===== src/rtl/mdio_pkg.sv =====
// rtl/mdio_pkg.sv - shared types and constants for the Clause 22 MDIO PHY responder
// Contents: frame state enum, opcode values, register addresses, register defaults.
package mdio_pkg;

  typedef enum logic [2:0] {
    IDLE,
    ST,
    OP,
    PHYAD,
    REGAD,
    TA,
    DATA
  } mdio_state_t;

  localparam logic [1:0] MDIO_OP_RD = 2'b10;
  localparam logic [1:0] MDIO_OP_WR = 2'b01;

  localparam logic [4:0] REG_BMCR    = 5'd0;
  localparam logic [4:0] REG_BMSR    = 5'd1;
  localparam logic [4:0] REG_PHYID1  = 5'd2;
  localparam logic [4:0] REG_PHYID2  = 5'd3;
  localparam logic [4:0] REG_ANAR    = 5'd4;
  localparam logic [4:0] REG_SCRATCH = 5'd31;

  localparam logic [15:0] BMCR_DEF     = 16'h3100;
  localparam logic [15:0] ANAR_DEF     = 16'h01E1;
  localparam logic [15:0] BMSR_BASE    = 16'h7809;
  // Storage bits of BMCR: loopback(14), speed(13), AN enable(12), power down(11), duplex(8).
  localparam logic [15:0] BMCR_RW_MASK = 16'h7900;

endpackage


===== src/rtl/mdio_sync_edge.sv =====
// rtl/mdio_sync_edge.sv - two-flop synchronizer with rising-edge detect
// Ports: clk/rstn system clock and async active-low reset, d asynchronous input,
//        q synchronized level, rise one-cycle strobe when q goes 0->1.
module mdio_sync_edge (
  input  logic clk,
  input  logic rstn,
  input  logic d,
  output logic q,
  output logic rise
);

  logic meta;
  logic sync;
  logic sync_d;

  always_ff @(posedge clk or negedge rstn) begin
    if (!rstn) begin
      meta   <= 1'b0;
      sync   <= 1'b0;
      sync_d <= 1'b0;
    end else begin
      meta   <= d;
      sync   <= meta;
      sync_d <= sync;
    end
  end

  assign q    = sync;
  assign rise = sync & ~sync_d;

endmodule


===== src/rtl/mdio_phy_responder.sv =====
// rtl/mdio_phy_responder.sv - PHY-side Clause 22 MDIO responder with a small register file
// Ports: msoc_clk system clock, rstn async active-low reset,
//        i_mdc/i_mdio MDC and resolved MDIO line from the MAC side,
//        o_mdio/oe_mdio registered MDIO drive value and enable,
//        i_link link status (BMSR[2]), loopback/power_down BMCR bits,
//        phy_soft_rst/an_restart one-cycle pulses from self-clearing BMCR bits.
module mdio_phy_responder
  import mdio_pkg::*;
#(
  parameter logic [4:0]  PHY_ADDR = 5'd1,
  parameter logic [15:0] PHYID1   = 16'h0007,
  parameter logic [15:0] PHYID2   = 16'hC0F1,
  parameter int          PRE_LEN  = 32
) (
  input  logic msoc_clk,
  input  logic rstn,
  input  logic i_mdc,
  input  logic i_mdio,
  output logic o_mdio,
  output logic oe_mdio,
  input  logic i_link,
  output logic loopback,
  output logic power_down,
  output logic phy_soft_rst,
  output logic an_restart
);

  localparam logic [5:0] PRE_MAX = 6'(PRE_LEN);

  logic mdc_rise;
  logic mdc_lvl_unused;
  logic mdio_s;
  logic mdio_rise_unused;

  mdio_sync_edge u_sync_mdc (
    .clk  (msoc_clk),
    .rstn (rstn),
    .d    (i_mdc),
    .q    (mdc_lvl_unused),
    .rise (mdc_rise)
  );

  mdio_sync_edge u_sync_mdio (
    .clk  (msoc_clk),
    .rstn (rstn),
    .d    (i_mdio),
    .q    (mdio_s),
    .rise (mdio_rise_unused)
  );

  mdio_state_t state, state_nxt;
  logic [5:0]  pre_cnt, pre_cnt_nxt;
  logic [3:0]  bit_cnt, bit_cnt_nxt;
  logic [1:0]  op, op_nxt;
  logic [4:0]  phyad, phyad_nxt;
  logic [4:0]  regad, regad_nxt;
  logic        hit, hit_nxt;
  logic [15:0] data_sh, data_nxt;
  logic        o_nxt, oe_nxt;
  logic        wr_en;
  logic [15:0] wr_data;
  logic [15:0] rd_val;
  logic [1:0]  op_bits;
  logic        drive;

  logic [15:0] bmcr, anar, scratch;

  assign op_bits = {op[0], mdio_s};
  assign drive   = (op == MDIO_OP_RD) && hit;
  // The last data bit arrives on the committing rise itself.
  assign wr_data = {data_sh[14:0], mdio_s};

  // Read mux indexed by the complete register address as it becomes known
  // on the rise sampling REGAD bit 0.
  always_comb begin
    rd_val = 16'h0000;
    case ({regad[3:0], mdio_s})
      REG_BMCR:    rd_val = bmcr;
      REG_BMSR:    rd_val = BMSR_BASE | {13'd0, i_link, 2'd0};
      REG_PHYID1:  rd_val = PHYID1;
      REG_PHYID2:  rd_val = PHYID2;
      REG_ANAR:    rd_val = anar;
      REG_SCRATCH: rd_val = scratch;
      default:     rd_val = 16'h0000;
    endcase
  end

  always_ff @(posedge msoc_clk or negedge rstn) begin
    if (!rstn) begin
      state   <= IDLE;
      pre_cnt <= 6'd0;
      bit_cnt <= 4'd0;
      op      <= 2'b00;
      phyad   <= 5'd0;
      regad   <= 5'd0;
      hit     <= 1'b0;
      data_sh <= 16'h0000;
      o_mdio  <= 1'b0;
      oe_mdio <= 1'b0;
    end else begin
      state   <= state_nxt;
      pre_cnt <= pre_cnt_nxt;
      bit_cnt <= bit_cnt_nxt;
      op      <= op_nxt;
      phyad   <= phyad_nxt;
      regad   <= regad_nxt;
      hit     <= hit_nxt;
      data_sh <= data_nxt;
      o_mdio  <= o_nxt;
      oe_mdio <= oe_nxt;
    end
  end

  always_comb begin
    state_nxt   = state;
    pre_cnt_nxt = pre_cnt;
    bit_cnt_nxt = bit_cnt;
    op_nxt      = op;
    phyad_nxt   = phyad;
    regad_nxt   = regad;
    hit_nxt     = hit;
    data_nxt    = data_sh;
    o_nxt       = o_mdio;
    oe_nxt      = oe_mdio;
    wr_en       = 1'b0;

    if (mdc_rise) begin
      case (state)
        IDLE: begin
          if (mdio_s) begin
            if (pre_cnt < PRE_MAX) pre_cnt_nxt = pre_cnt + 6'd1;
          end else if (pre_cnt >= PRE_MAX) begin
            // Counter is cleared on frame entry so every exit path back to
            // IDLE already finds it at zero.
            state_nxt   = ST;
            pre_cnt_nxt = 6'd0;
          end else begin
            pre_cnt_nxt = 6'd0;
          end
        end

        ST: begin
          bit_cnt_nxt = 4'd0;
          state_nxt   = mdio_s ? OP : IDLE;
        end

        OP: begin
          op_nxt = op_bits;
          if (bit_cnt == 4'd1) begin
            bit_cnt_nxt = 4'd0;
            state_nxt   = (op_bits == MDIO_OP_RD || op_bits == MDIO_OP_WR) ? PHYAD : IDLE;
          end else begin
            bit_cnt_nxt = bit_cnt + 4'd1;
          end
        end

        PHYAD: begin
          phyad_nxt = {phyad[3:0], mdio_s};
          if (bit_cnt == 4'd4) begin
            bit_cnt_nxt = 4'd0;
            state_nxt   = REGAD;
          end else begin
            bit_cnt_nxt = bit_cnt + 4'd1;
          end
        end

        REGAD: begin
          regad_nxt = {regad[3:0], mdio_s};
          if (bit_cnt == 4'd4) begin
            bit_cnt_nxt = 4'd0;
            hit_nxt     = (phyad == PHY_ADDR);
            data_nxt    = rd_val;
            state_nxt   = TA;
          end else begin
            bit_cnt_nxt = bit_cnt + 4'd1;
          end
        end

        TA: begin
          if (bit_cnt == 4'd0) begin
            // First TA bit is left floating; take the line for the second.
            if (drive) begin
              o_nxt  = 1'b0;
              oe_nxt = 1'b1;
            end
            bit_cnt_nxt = 4'd1;
          end else begin
            if (drive) begin
              o_nxt    = data_sh[15];
              data_nxt = {data_sh[14:0], 1'b0};
            end
            bit_cnt_nxt = 4'd0;
            state_nxt   = DATA;
          end
        end

        DATA: begin
          if (op == MDIO_OP_RD) begin
            if (bit_cnt == 4'd15) begin
              o_nxt  = 1'b0;
              oe_nxt = 1'b0;
            end else if (drive) begin
              o_nxt    = data_sh[15];
              data_nxt = {data_sh[14:0], 1'b0};
            end
          end else begin
            data_nxt = wr_data;
            if (bit_cnt == 4'd15) wr_en = hit;
          end
          if (bit_cnt == 4'd15) begin
            bit_cnt_nxt = 4'd0;
            state_nxt   = IDLE;
          end else begin
            bit_cnt_nxt = bit_cnt + 4'd1;
          end
        end

        default: begin
          state_nxt   = IDLE;
          pre_cnt_nxt = 6'd0;
        end
      endcase
    end
  end

  always_ff @(posedge msoc_clk or negedge rstn) begin
    if (!rstn) begin
      bmcr         <= BMCR_DEF;
      anar         <= ANAR_DEF;
      scratch      <= 16'h0000;
      phy_soft_rst <= 1'b0;
      an_restart   <= 1'b0;
    end else begin
      phy_soft_rst <= 1'b0;
      an_restart   <= 1'b0;
      if (wr_en) begin
        case (regad)
          REG_BMCR: begin
            // Soft reset takes precedence over the other written bits.
            if (wr_data[15]) begin
              bmcr         <= BMCR_DEF;
              anar         <= ANAR_DEF;
              scratch      <= 16'h0000;
              phy_soft_rst <= 1'b1;
            end else begin
              bmcr <= wr_data & BMCR_RW_MASK;
            end
            an_restart <= wr_data[9];
          end
          REG_ANAR:    anar    <= wr_data;
          REG_SCRATCH: scratch <= wr_data;
          default: ;
        endcase
      end
    end
  end

  assign loopback   = bmcr[14];
  assign power_down = bmcr[11];

endmodule

===== config.mk =====
export PLATFORM = sky130hd
export DESIGN_NAME = mdio_phy_responder
export DESIGN_NICKNAME = d
export VERILOG_FILES = /design/src/rtl/mdio_pkg.sv /design/src/rtl/mdio_sync_edge.sv /design/src/rtl/mdio_phy_responder.sv
export SDC_FILE = /design/constraint.sdc
export NUM_CORES = 1
export LEC_CHECK = 0
export BUFFER_PORTS_ARGS = -buffer_cell sky130_fd_sc_hd__buf_4
export CORE_MARGIN = 3
export CORE_UTILIZATION = 62
export DETAILED_ROUTE_END_ITERATION = 6
export PLACE_DENSITY = 0.9
export SKIP_CTS_REPAIR_TIMING = 1
export SLEW_MARGIN = 20
export SYNTH_ARGS = -nofsm -noshare
export SYNTH_HDL_FRONTEND = slang
export SYNTH_SLANG_ARGS = --single-unit

===== constraint.sdc =====
create_clock -name msoc_clk -period 2.75 [get_ports msoc_clk]
set_input_delay 0.1375 -clock msoc_clk [delete_from_list [all_inputs] [get_ports msoc_clk]]
set_output_delay 0.1375 -clock msoc_clk [all_outputs]
set_load 0.02 [all_outputs]

* Word level (Yosys, flattened, before mapping)
Index checks and enable logic that the tools add are counted. Widths: inputs -> output; s select.
Cells by class: equal/unequal tests 34, reductions and logical operators 26, bitwise logic cells 3, $add $sub $neg 2, $lt $le $gt $ge 2, muxes and demuxes 50
Operators with widths (count):
- $mux 16 | 7
- $pmux 16 s6 | 1
- $pmux 16 s2 | 2
- $pmux 16 s3 | 1
- $ne 2x2->1 const B | 11
- $mux 3 | 7
- $pmux 3 s7 | 1
- $pmux 4 s5 | 1
- $mux 1 | 19
- $mux 15 | 1
- $mux 4 | 3
- $mux 6 | 2
- $pmux 6 s2 | 1
- $reduce_and 3->1 | 4
- $eq 5x1->1 const B | 2
- $eq 5x2->1 const B | 2
- $eq 5x3->1 const B | 2
- $eq 5x5->1 const B | 2
- $logic_not 5->1 | 2
- $reduce_and 2->1 | 5
- $eq 3x3->1 const B | 3
- $ne 3x3->1 const B | 3
- $reduce_and 8->1 | 1
- $add 6x1->6 const B | 1
- 26 further kinds | 33
Word-level totals: output and inout bits 6, input bits 5, register bits 99, logic and storage cells 137

* Depth between registers and ports, before layout
Gate-level depths: netlist of the first run.
word-level depth 6, depth in mapped cells 9, gate-level depth less buffers 7

* Hierarchy
A second synthesis of the first run with hierarchy kept.
Second synthesis, totals: cell total of the unflattened synthesis 445, area, all modules 4498.1 µm²
By module, submodules not included:
- mdio_phy_responder | times used 1, sequential area each 2087.0 µm², cells each 437, area an instance 4320.4 µm²
- mdio_sync_edge | times used 2, sequential area each 75.1 µm², cells each 4, area an instance 88.8 µm²

* Least setup slack after synthesis of the first run
Ideal clock, no wire load.
path kind reg-to-reg, start register bit_cnt[0], end register anar[1], setup time 0.118 ns, data required time 2.632 ns, arrival time 2.115 ns, slack 0.517 ns, cell stages (with the launch flop) 9, buffers on the path 2, clock period less this slack 2.233 ns, cell sequence dfrtp_1 ha_1 nand3_1 or4b_4 or4_4 buf_6 buf_6 nand2_1 o21ai_2
Between the ends: cells in the longest elaborated chain, start to end 6
RTL lines:
- from (decl) | line mdio_phy_responder.sv:53 | logic [3:0] bit_cnt, bit_cnt_nxt;
- from (signal assigned) | line mdio_phy_responder.sv:103 | bit_cnt <= bit_cnt_nxt;
- $eq 4x4->1 | line mdio_phy_responder.sv:208 | if (bit_cnt == 4'd15) wr_en = hit;
- $mux 1 | line mdio_phy_responder.sv:208
- $mux 1 | line mdio_phy_responder.sv:198 | if (op == MDIO_OP_RD) begin
- $mux 1 | line mdio_phy_responder.sv:128 | case (state)
- $mux 1 | line mdio_phy_responder.sv:127 | if (mdc_rise) begin
- $reduce_and 3->1 (no source line)
- to (signal assigned) | line mdio_phy_responder.sv:250 | REG_ANAR: anar <= wr_data;
- to (decl) | line mdio_phy_responder.sv:66 | logic [15:0] bmcr, anar, scratch;
Every way passes these cells. A chain may end at the register's enable or synchronous reset.

* Final worst setup path of the first run
start register bit_cnt[0], end register anar[13]
Same word-level chain as after synthesis.

==> impl_metrics.py, run 1 <==
metrics = {
    "run_status": {
        "status": "complete, no violations",
    },
    "layout": {
        "final_common_cell": "dfrtp_1",
        "final_cell_mix": "80 x dfrtp_1, 45 x nand2_1, 26 x nor2_1",
        "seq_area_sq_um": 2212,
        "area_delta_synth_final_pct": 8.063,
        "drive_above_1_share_pct": 17.95,
        "fillers": 488,
        "multi_input_area_sq_um": 2029,
        "fin_area_sq_um": 4796,
        "final_net_count": 445,
        "antenna_cells": 0,
    },
    "sta": {
        "finalClockSkew_ns": 0.008337,
        "fmax_mhz": 394.7,
        "setup_viol": 0,
        "rsz0062_at_grt": "no",
        "max_slew_margin_pct": 48.11,
        "period_share_pct": 92.14,
        "hold_viol_final": 0,
        "slew_violations": 0,
        "layout_min_cycle_time_ns": 2.534,
        "final.setup.tns_ns": 0,
        "worst_pin_slew_ns": 0.7783,
    },
    "clocking": {
        "clkTransAtPathRegs_ns": 0.08,
        "clkLatencyLatePin_ns": 0.36,
        "clock_path_buffers": 2,
        "cts_sinks": 88,
        "cts_root_buffer": "clkbuf_8",
        "numCtsBuffers": 9,
        "tritoncts": "built",
        "htree_levels": 3,
    },
    "setup_path": {
        "slowest_delay_ns": 0.72,
        "cp.arrival_ns": 2.77,
        "cp-start-kind": "flop",
        "critPathBufInv": 0,
        "reg2reg_slack_ns": 0.22,
        "crit_fanout": 32,
        "cp_top_family": "simple AND/OR/NAND/NOR gates",
        "cp.required_ns": 2.98,
        "criticalPathCategory": "flop to flop",
        "path_cells": "ha_1 -> nand3_1 -> or4b_4 -> or4_4 -> nand2_1 -> o21ai_2",
        "cp_slowest_cell": "or4_4",
        "worstSetupEndpointType": "flop",
    },
    "worst_hold_path": {
        "hp-class": "input pin to flop",
    },
    "synthesis": {
        "synth_top_area_share_pct": 45.11,
        "synth_edf_count": 0,
        "seq_area_frac_synth_pct": 49.84,
        "ys_seq_elements": 88,
        "yosysWarnings": 0,
        "syn_nets": 437,
        "syn-cell-area_sq_um": 4438,
        "yosysUniqueCellTypes": 54,
        "ys.flop_type": "dfrtp_1",
        "syn_area_per_cell_sq_um": 10.39,
        "async_reset_ff_share_pct": 100.0,
        "synth.top_cells.by_area": "dfrtp_1 45%, dfstp_2 4.7%, nand2_1 3.8%",
        "synth_cells": 427,
        "synth_top_area_cell": "dfrtp_1",
    },
    "global_routing": {
        "grt_use_total_pct": 24.87,
        "grt_pass1_vias": 3450,
        "grt_max_degree": 89,
        "grt_pass1_wl_um": 16400,
        "antenna_found_initial": 0,
        "overflow": 0,
    },
    "route": {
        "drc": 0,
        "dr.pass1.iters": 5,
        "ant_nets": 0,
        "routed_wl_um": 9833,
        "drt_iter0_drc": 394,
        "wl_per_cell_um": 18.35,
        "drt-vias-per-instance": 6.537,
        "vias": 3504,
    },
    "die": {
        "fp.dieH_um": 90.61,
        "start_util_pct": 64.61,
        "io_pins": 11,
        "die_w_um": 90.61,
        "core_area_sq_um": 6869,
        "dieArea_sq_um": 8209,
        "row_count": 30,
    },
    "place": {
        "port_buffers": 10,
        "routabilityCongestion": 0.9086,
        "placed_cell_area_sq_um": 4579,
        "hpwl_um": 6263,
    },
    "power": {
        "leakage_nw": 2.153,
        "irDropWorstVdd_mv": 0.3149,
        "powerDensity_nw_per_um2": 470.4,
        "design_power_total_mw": 2.256,
    },
    "run": {
        "drv_cap": 0,
    },
}
power by group:
part | switching, mW | internal, mW | leakage (nW)
Clock | 0.443 | 0.418 | 0.0904
Sequential | 0.0126 | 1.30 | 1.19
Combinational | 0.0518 | 0.0253 | 0.876
per-layer routing:
metal | track usage (%) | vias up | wire length [um]
li1 | - | 1591 | -
met2 | 38.05 | 149 | 4699
met5 | 0 | - | 0
met1 | 33.97 | 1733 | 4238
met4 | 10.71 | 0 | 213
met3 | 6.000 | 31 | 682
worst min-delay path, delay by kind of cell:
family | cells | cell delay, ns
buffers and inverters | 1 | 0.08
AO/OA/AOI/OAI | 3 | 0.32
AND/OR/NAND/NOR | 2 | 0.13
final cells by class:
class,instances,area share (%)
inverters,10,0.7827
clock inverters,4,0.9914
repair buffers,27,4.461
clock buffers,12,2.818
well taps,96,2.505
multi-input cells,299,42.32
flip-flops and latches,88,46.13
synthesized netlist by cell type (3+ instances only):
cell type	instances
o2bb2ai_1	16
dfstp_2	8
or3_1	4
nor2b_1	7
dfrtp_1	80
o21ai_2	15
o21ai_0	19
a22oi_1	4
clkbuf_1	21
nand3_1	9
nand2b_1	8
and2_1	7
a21o_1	4
a2bb2oi_1	17
a21oi_1	13
ha_1	5
nor2_1	26
buf_2	4
nand3b_1	7
and3_1	4
nand4_1	5
nor3_1	7
inv_1	10
o22ai_1	3
mux2_2	13
a22o_1	16
a221oi_1	10
xor2_1	4
nor3b_1	4
buf_6	4
nand2_1	45
metrics by stage:
step / hold slack, ns / utilization, % / setup slack (ns) / cells
3_5_place_dp: 0.2480 / 66.67 / 0.2761 / 517
6_report: 0.3504 / 69.82 / 0.2162 / 536
5_1_grt: 0.3613 / 69.82 / 0.08858 / 536
2_1_floorplan: -0.1581 / - / 0.5166 / 427
3_3_place_gp: 0.2468 / 66.67 / 0.3777 / 517
4_1_cts: -0.1285 / 69.33 / 0.2121 / 533
path summary, 6_finish.rpt:
kind | start | to | cells past startpoint
max | bit_cnt[0] | anar[13] | 6
min | i_link | data_sh[2] | 6
max reg2reg | bit_cnt[0] | anar[13] | 6
min reg2reg | u_sync_mdio.meta | u_sync_mdio.q | 0
max in group asynchronous | rstn | scratch[6] | 2
min in group asynchronous | rstn | bit_cnt[3] | 2
registers in the layout, indices dropped and copies added (netlist names):
| name | count |
|---|---|
| bmcr | 5 |
| regad | 5 |
| phyad | 5 |
| hit | 1 |
| op | 2 |
| data_sh | 16 |
| bit_cnt | 4 |
| oe_mdio | 1 |
| phy_soft_rst | 1 |
| u_sync_mdc.sync_d | 1 |
| pre_cnt | 6 |
| u_sync_mdc.q | 1 |
| scratch | 16 |
| u_sync_mdio.meta | 1 |
| o_mdio | 1 |
| u_sync_mdio.q | 1 |
| anar | 16 |
| state | 3 |
| an_restart | 1 |
| u_sync_mdc.meta | 1 |
cells by family after synthesis:
logic type / after synthesis / share of synthesized area [%]
mux: 15 / 3.750
simple gates: 143 / 16.97
fa+ha+maj: 5 / 1.410
xor+xnor: 4 / 0.7893
flops: 88 / 49.84
compound gates: 132 / 22.81
buf+inv: 40 / 4.426
Note: power is estimated with default switching activity, not from simulation.
==> run 2: changes to the inputs <==
==> constraint.sdc (replaced) <==
create_clock -name msoc_clk -period 2.8 [get_ports msoc_clk]
set_input_delay 0.14 -clock msoc_clk [delete_from_list [all_inputs] [get_ports msoc_clk]]
set_output_delay 0.14 -clock msoc_clk [all_outputs]
set_load 0.02 [all_outputs]
==> run 2 against run 1 <==
Largest cell class unchanged. Critical endpoint is now anar[4]. Wire length fell by 0.98%. Clock skew up 0.00083 ns. Clock power up 14%. Via count decreased by 1.4%.
==> impl_metrics.py, run 2 (synthesis results as in run 1) <==
metrics = {
    "run_status": {
        "status": "complete, no violations",
    },
    "global_routing": {
        "overflow": 0,
        "antenna_found_initial": 0,
        "grt_pass1_vias": 3423,
        "grt_pass1_wl_um": 16620,
        "grt_max_degree": 89,
        "grt_use_total_pct": 24.89,
    },
    "clocking": {
        "cts_sinks": 88,
        "clock_path_buffers": 2,
        "numCtsBuffers": 9,
        "clkLatencyLatePin_ns": 0.35,
        "htree_levels": 3,
        "tritoncts": "built",
        "clkTransAtPathRegs_ns": 0.09,
        "cts_root_buffer": "clkbuf_8",
    },
    "place": {
        "routabilityCongestion": 0.8949,
        "pre_cts_slack_ns": 0.3361,
        "hpwl_um": 6074,
        "port_buffers": 10,
    },
    "sta": {
        "hold_viol_final": 0,
        "period_share_pct": 90.12,
        "final.setup.tns_ns": 0,
        "slew_violations": 0,
        "finalClockSkew_ns": 0.009164,
        "setup_viol": 0,
        "setup_ws_ns": 0.2767,
        "fmax_mhz": 396.3,
        "layout_min_cycle_time_ns": 2.523,
        "max_slew_margin_pct": 47.63,
        "worst_pin_slew_ns": 0.7856,
        "rsz0062_at_grt": "no",
    },
    "route": {
        "ant_nets": 0,
        "dr.pass1.iters": 5,
        "drc": 0,
        "wl_per_cell_um": 18.20,
        "drt-vias-per-instance": 6.456,
        "drt_iter0_drc": 363,
        "vias": 3454,
        "routed_wl_um": 9737,
    },
    "setup_path": {
        "cp.required_ns": 3.02,
        "crit_fanout": 32,
        "criticalPathCategory": "flop to flop",
        "cp_slowest_cell": "or4_4",
        "cp-start-kind": "flop",
        "critPathBufInv": 0,
        "path_cells": "ha_1 -> nand3_1 -> or4b_4 -> or4_4 -> nand2_1 -> o21ai_2",
        "cp.arrival_ns": 2.75,
        "slowest_delay_ns": 0.71,
        "cp_top_family": "simple AND/OR/NAND/NOR gates",
        "worstSetupEndpointType": "flop",
    },
    "run": {
        "drv_cap": 0,
    },
    "power": {
        "irDropWorstVdd_mv": 0.3070,
        "leakage_nw": 2.169,
        "powerDensity_nw_per_um2": 486.8,
        "design_power_total_mw": 2.350,
    },
    "layout": {
        "area_delta_synth_final_pct": 8.796,
        "final_cell_mix": "80 x dfrtp_1, 45 x nand2_1, 26 x nor2_1",
        "drive_above_1_share_pct": 18.00,
        "final_common_cell": "dfrtp_1",
        "final_net_count": 444,
        "fillers": 485,
        "reg.largest.list": "anar (16), data_sh (16), scratch (16)",
        "antenna_cells": 0,
        "post-route-util_pct": 70.29,
    },
    "worst_hold_path": {
        "hp-class": "input pin to flop",
    },
    "die": {
        "fp.dieH_um": 90.61,
        "io_pins": 11,
        "dieArea_sq_um": 8209,
        "row_count": 30,
        "start_util_pct": 64.61,
        "core_area_sq_um": 6869,
        "die_w_um": 90.61,
    },
}
## run 2: changes by cell type in the layout (fill, tap and decap cells not counted)
cell / change
buf_4: -1
bufinv_16: +1
clkbuf_1: -1
clkbuf_8: +1
clkinv_2: -2
clkinv_4: +2
clkinvlp_4: -1
## run 2: final cells by class
cell class                      count  area [sq um]  area share, %
Timing Repair Buffer               26         206.4          4.276
Sequential cell                    88          2212          45.81
Multi-Input combinational cell    299          2029          42.03
Inverter                           10         37.54         0.7774
Clock buffer                       12         145.1          3.006
Tap cell                           96         120.1          2.488
Clock inverter                      4         77.57          1.607
## run 2: path summary, 6_finish.rpt
path | start | endpoint | slack, ns | depth (start not counted)
max | bit_cnt[0] | anar[4] | 0.28 | 6
min | i_link | data_sh[2] | 0.37 | 6
max reg2reg | bit_cnt[0] | anar[4] | 0.28 | 6
min reg2reg | u_sync_mdio.meta | u_sync_mdio.q | 0.37 | 0
max in group asynchronous | rstn | phyad[3] | 1.86 | 2
min in group asynchronous | rstn | bit_cnt[3] | 0.39 | 2
## run 2: worst reg2reg max path, stage by stage, from the launching register on
cell and delay (ns):
dfrtp_1 0.45, ha_1 0.23, nand3_1 0.13, or4b_4 0.58
or4_4 0.71, nand2_1 0.22, o21ai_2 0.07
## run 2: stage by stage
step           instances  hold WS (ns)  instance area, sq um
2_1_floorplan        427       -0.1556                  4438
3_3_place_gp         516        0.2490                  4572
3_5_place_dp         516        0.2504                  4572
4_1_cts              532       -0.1170                  4795
5_1_grt              535        0.3762                  4828
6_report             535        0.3662                  4828
## run 2: power by group
group	total (mW)	switching (mW)	leakage (nW)	internal (mW)
Combinational	0.0753	0.0498	0.872	0.0255
Sequential	1.29	0.0122	1.19	1.28
Clock	0.981	0.450	0.111	0.532
## run 2: metal layers
metal | track usage (%) | vias to the layer above | part of all wire, %
met3 | 5.583 | 15 | 7.0
met2 | 37.74 | 131 | 47
li1 | - | 1585 | -
met4 | 9.184 | 0 | 1.3
met1 | 35.18 | 1723 | 44
met5 | 0 | - | 0
==> run 3: changes to the inputs <==
--- a/config.mk
+++ b/config.mk
@@ -7,9 +7,9 @@
 export LEC_CHECK = 0
 export BUFFER_PORTS_ARGS = -buffer_cell sky130_fd_sc_hd__buf_4
 export CORE_MARGIN = 3
-export CORE_UTILIZATION = 62
+export CORE_UTILIZATION = 45
 export DETAILED_ROUTE_END_ITERATION = 6
-export PLACE_DENSITY = 0.9
+export PLACE_DENSITY = 0.72
 export SKIP_CTS_REPAIR_TIMING = 1
 export SLEW_MARGIN = 20
 export SYNTH_ARGS = -nofsm -noshare
==> run 3 against run 2 <==
First-iteration DRC count is 11% lower. Clock skew is 0.0070 ns higher. Maximum frequency is 2.7% higher. Die area is 35% higher. Register-to-register slack better by 0.07 ns. Sequential power hardly changed. Via count is 2.2% lower. Setup slack better by 0.066 ns. Core utilization is 19 points lower. Combinational power is 3.7% higher. Clock power is 7.0% lower. Largest cell class unchanged.
==> impl_metrics.py, run 3 (synthesis results as in run 1) <==
metrics = {
    "layout": {
        "antenna_cells": 0,
        "final_net_count": 445,
        "final_common_cell": "dfrtp_1",
        "reg.largest.list": "anar (16), data_sh (16), scratch (16)",
        "fillers": 849,
        "multi_input_area_sq_um": 2029,
        "area_delta_synth_final_pct": 9.332,
        "seq_area_sq_um": 2212,
        "drive_above_1_share_pct": 18.64,
        "final_cell_mix": "80 x dfrtp_1, 45 x nand2_1, 26 x nor2_1",
        "post-route-util_pct": 51.53,
    },
    "clocking": {
        "numCtsBuffers": 9,
        "clkTransAtPathRegs_ns": 0.10,
        "htree_levels": 3,
        "clock_path_buffers": 2,
        "clkLatencyLatePin_ns": 0.37,
        "tritoncts": "built",
        "cts_sinks": 88,
        "cts_root_buffer": "clkbuf_8",
    },
    "route": {
        "vias": 3379,
        "ant_nets": 0,
        "met3_length_um": 631,
        "dr_wl_met2_um": 4696,
        "top_layer": "met4",
        "drc": 0,
        "met1_length_um": 4746,
        "drt-vias-per-instance": 5.938,
        "wl_per_cell_um": 17.91,
        "routed_wl_um": 10190,
        "dr.pass1.iters": 5,
        "drt_iter0_drc": 322,
    },
    "place": {
        "pre_cts_slack_ns": 0.3427,
        "hpwl_um": 6437,
        "port_buffers": 10,
        "routabilityCongestion": 0.8606,
    },
    "sta": {
        "max_slew_margin_pct": 49.15,
        "hold_viol_final": 0,
        "fmax_mhz": 406.9,
        "period_share_pct": 87.77,
        "slew_violations": 0,
        "final.setup.tns_ns": 0,
        "layout_min_cycle_time_ns": 2.458,
        "setup_ws_ns": 0.3424,
        "rsz0062_at_grt": "no",
        "finalClockSkew_ns": 0.01612,
        "worst_pin_slew_ns": 0.7628,
        "setup_viol": 0,
    },
    "global_routing": {
        "overflow": 0,
        "grt_max_degree": 48,
        "grt_use_total_pct": 19.11,
        "grt_pass1_wl_um": 17000,
        "antenna_found_initial": 0,
        "grt_pass1_vias": 3438,
    },
    "worst_hold_path": {
        "hp-class": "input pin to async pin",
    },
    "die": {
        "row_count": 35,
        "die_w_um": 105.3,
        "core_area_sq_um": 9415,
        "start_util_pct": 47.14,
        "io_pins": 11,
        "dieArea_sq_um": 11090,
        "fp.dieH_um": 105.3,
    },
    "run": {
        "drv_cap": 0,
    },
    "setup_path": {
        "cp.required_ns": 3.12,
        "path_cells": "ha_1 -> nand3_1 -> or4b_4 -> or4_4 -> a21oi_1 -> a21o_1",
        "worstSetupEndpointType": "flop",
        "crit_fanout": 32,
        "slowest_delay_ns": 0.73,
        "cp.arrival_ns": 2.78,
        "cp_slowest_cell": "or4_4",
        "criticalPathCategory": "flop to flop",
        "cp-start-kind": "flop",
        "rr_worst_depth": 6,
    },
    "power": {
        "powerDensity_nw_per_um2": 470.7,
        "leakage_nw": 2.156,
        "design_power_total_mw": 2.284,
        "irDropWorstVdd_mv": 0.4237,
    },
    "run_status": {
        "status": "complete, no violations",
    },
}
## run 3: changes by cell type in the layout (fill, tap and decap cells not counted), sizes merged
cell      previous run  this run
clkbuf              12         9
clkinvlp             0         3
buf                 23        24
clkinv               2         1
inv                 10        12
bufinv               2         1
## run 3: per-layer routing
metal,vias up,GRT usage (%)
met5,-,0
met4,0,7.216
met3,10,5.021
met2,117,29.19
met1,1665,26.09
li1,1587,-
## run 3: path summary, 6_finish.rpt
| kind | startpoint | to | slack (ns) |
|---|---|---|---|
| setup / recovery | bit_cnt[0] | anar[0] | 0.34 |
| hold / removal | rstn | pre_cnt[2] | 0.30 |
| setup reg to reg | bit_cnt[0] | anar[0] | 0.34 |
| hold reg to reg | u_sync_mdio.meta | u_sync_mdio.q | 0.35 |
| max in group asynchronous | rstn | phyad[0] | 1.71 |
| min in group msoc_clk | u_sync_mdio.meta | u_sync_mdio.q | 0.35 |
## run 3: metrics by stage
| stage | area, sq um | hold slack [ns] | cells |
|---|---|---|---|
| after CTS | 4822 | -0.2383 | 566 |
| after detailed placement | 4621 | 0.1754 | 550 |
| after global routing | 4852 | 0.3536 | 569 |
| final | 4852 | 0.3048 | 569 |
| after floorplan | 4438 | -0.1556 | 427 |
| after global placement | 4621 | 0.1768 | 550 |
## run 3: cell type report
class                      instances  share of cell area [%]
tap                              129                   3.326
sequential                        88                   45.59
clock inverter                     7                   1.599
multi-input combinational        299                   41.83
clock buffer                       9                   2.553
timing repair buffer              27                   4.332
inverter                          10                  0.7736
## run 3: power breakdown
part	internal, mW	switching, mW
Sequential	1.28	0.0119
Clock	0.420	0.493
Combinational	0.0264	0.0517
Total	1.73	0.556
## run 3: worst max-delay path: cells and delay by family (launching register included)
kind,cells,cell delay (ns)
adder cells (fa/ha/maj),1,0.22
flip-flops,1,0.44
AND/OR/NAND/NOR,3,1.44
AO/OA/AOI/OAI,2,0.31
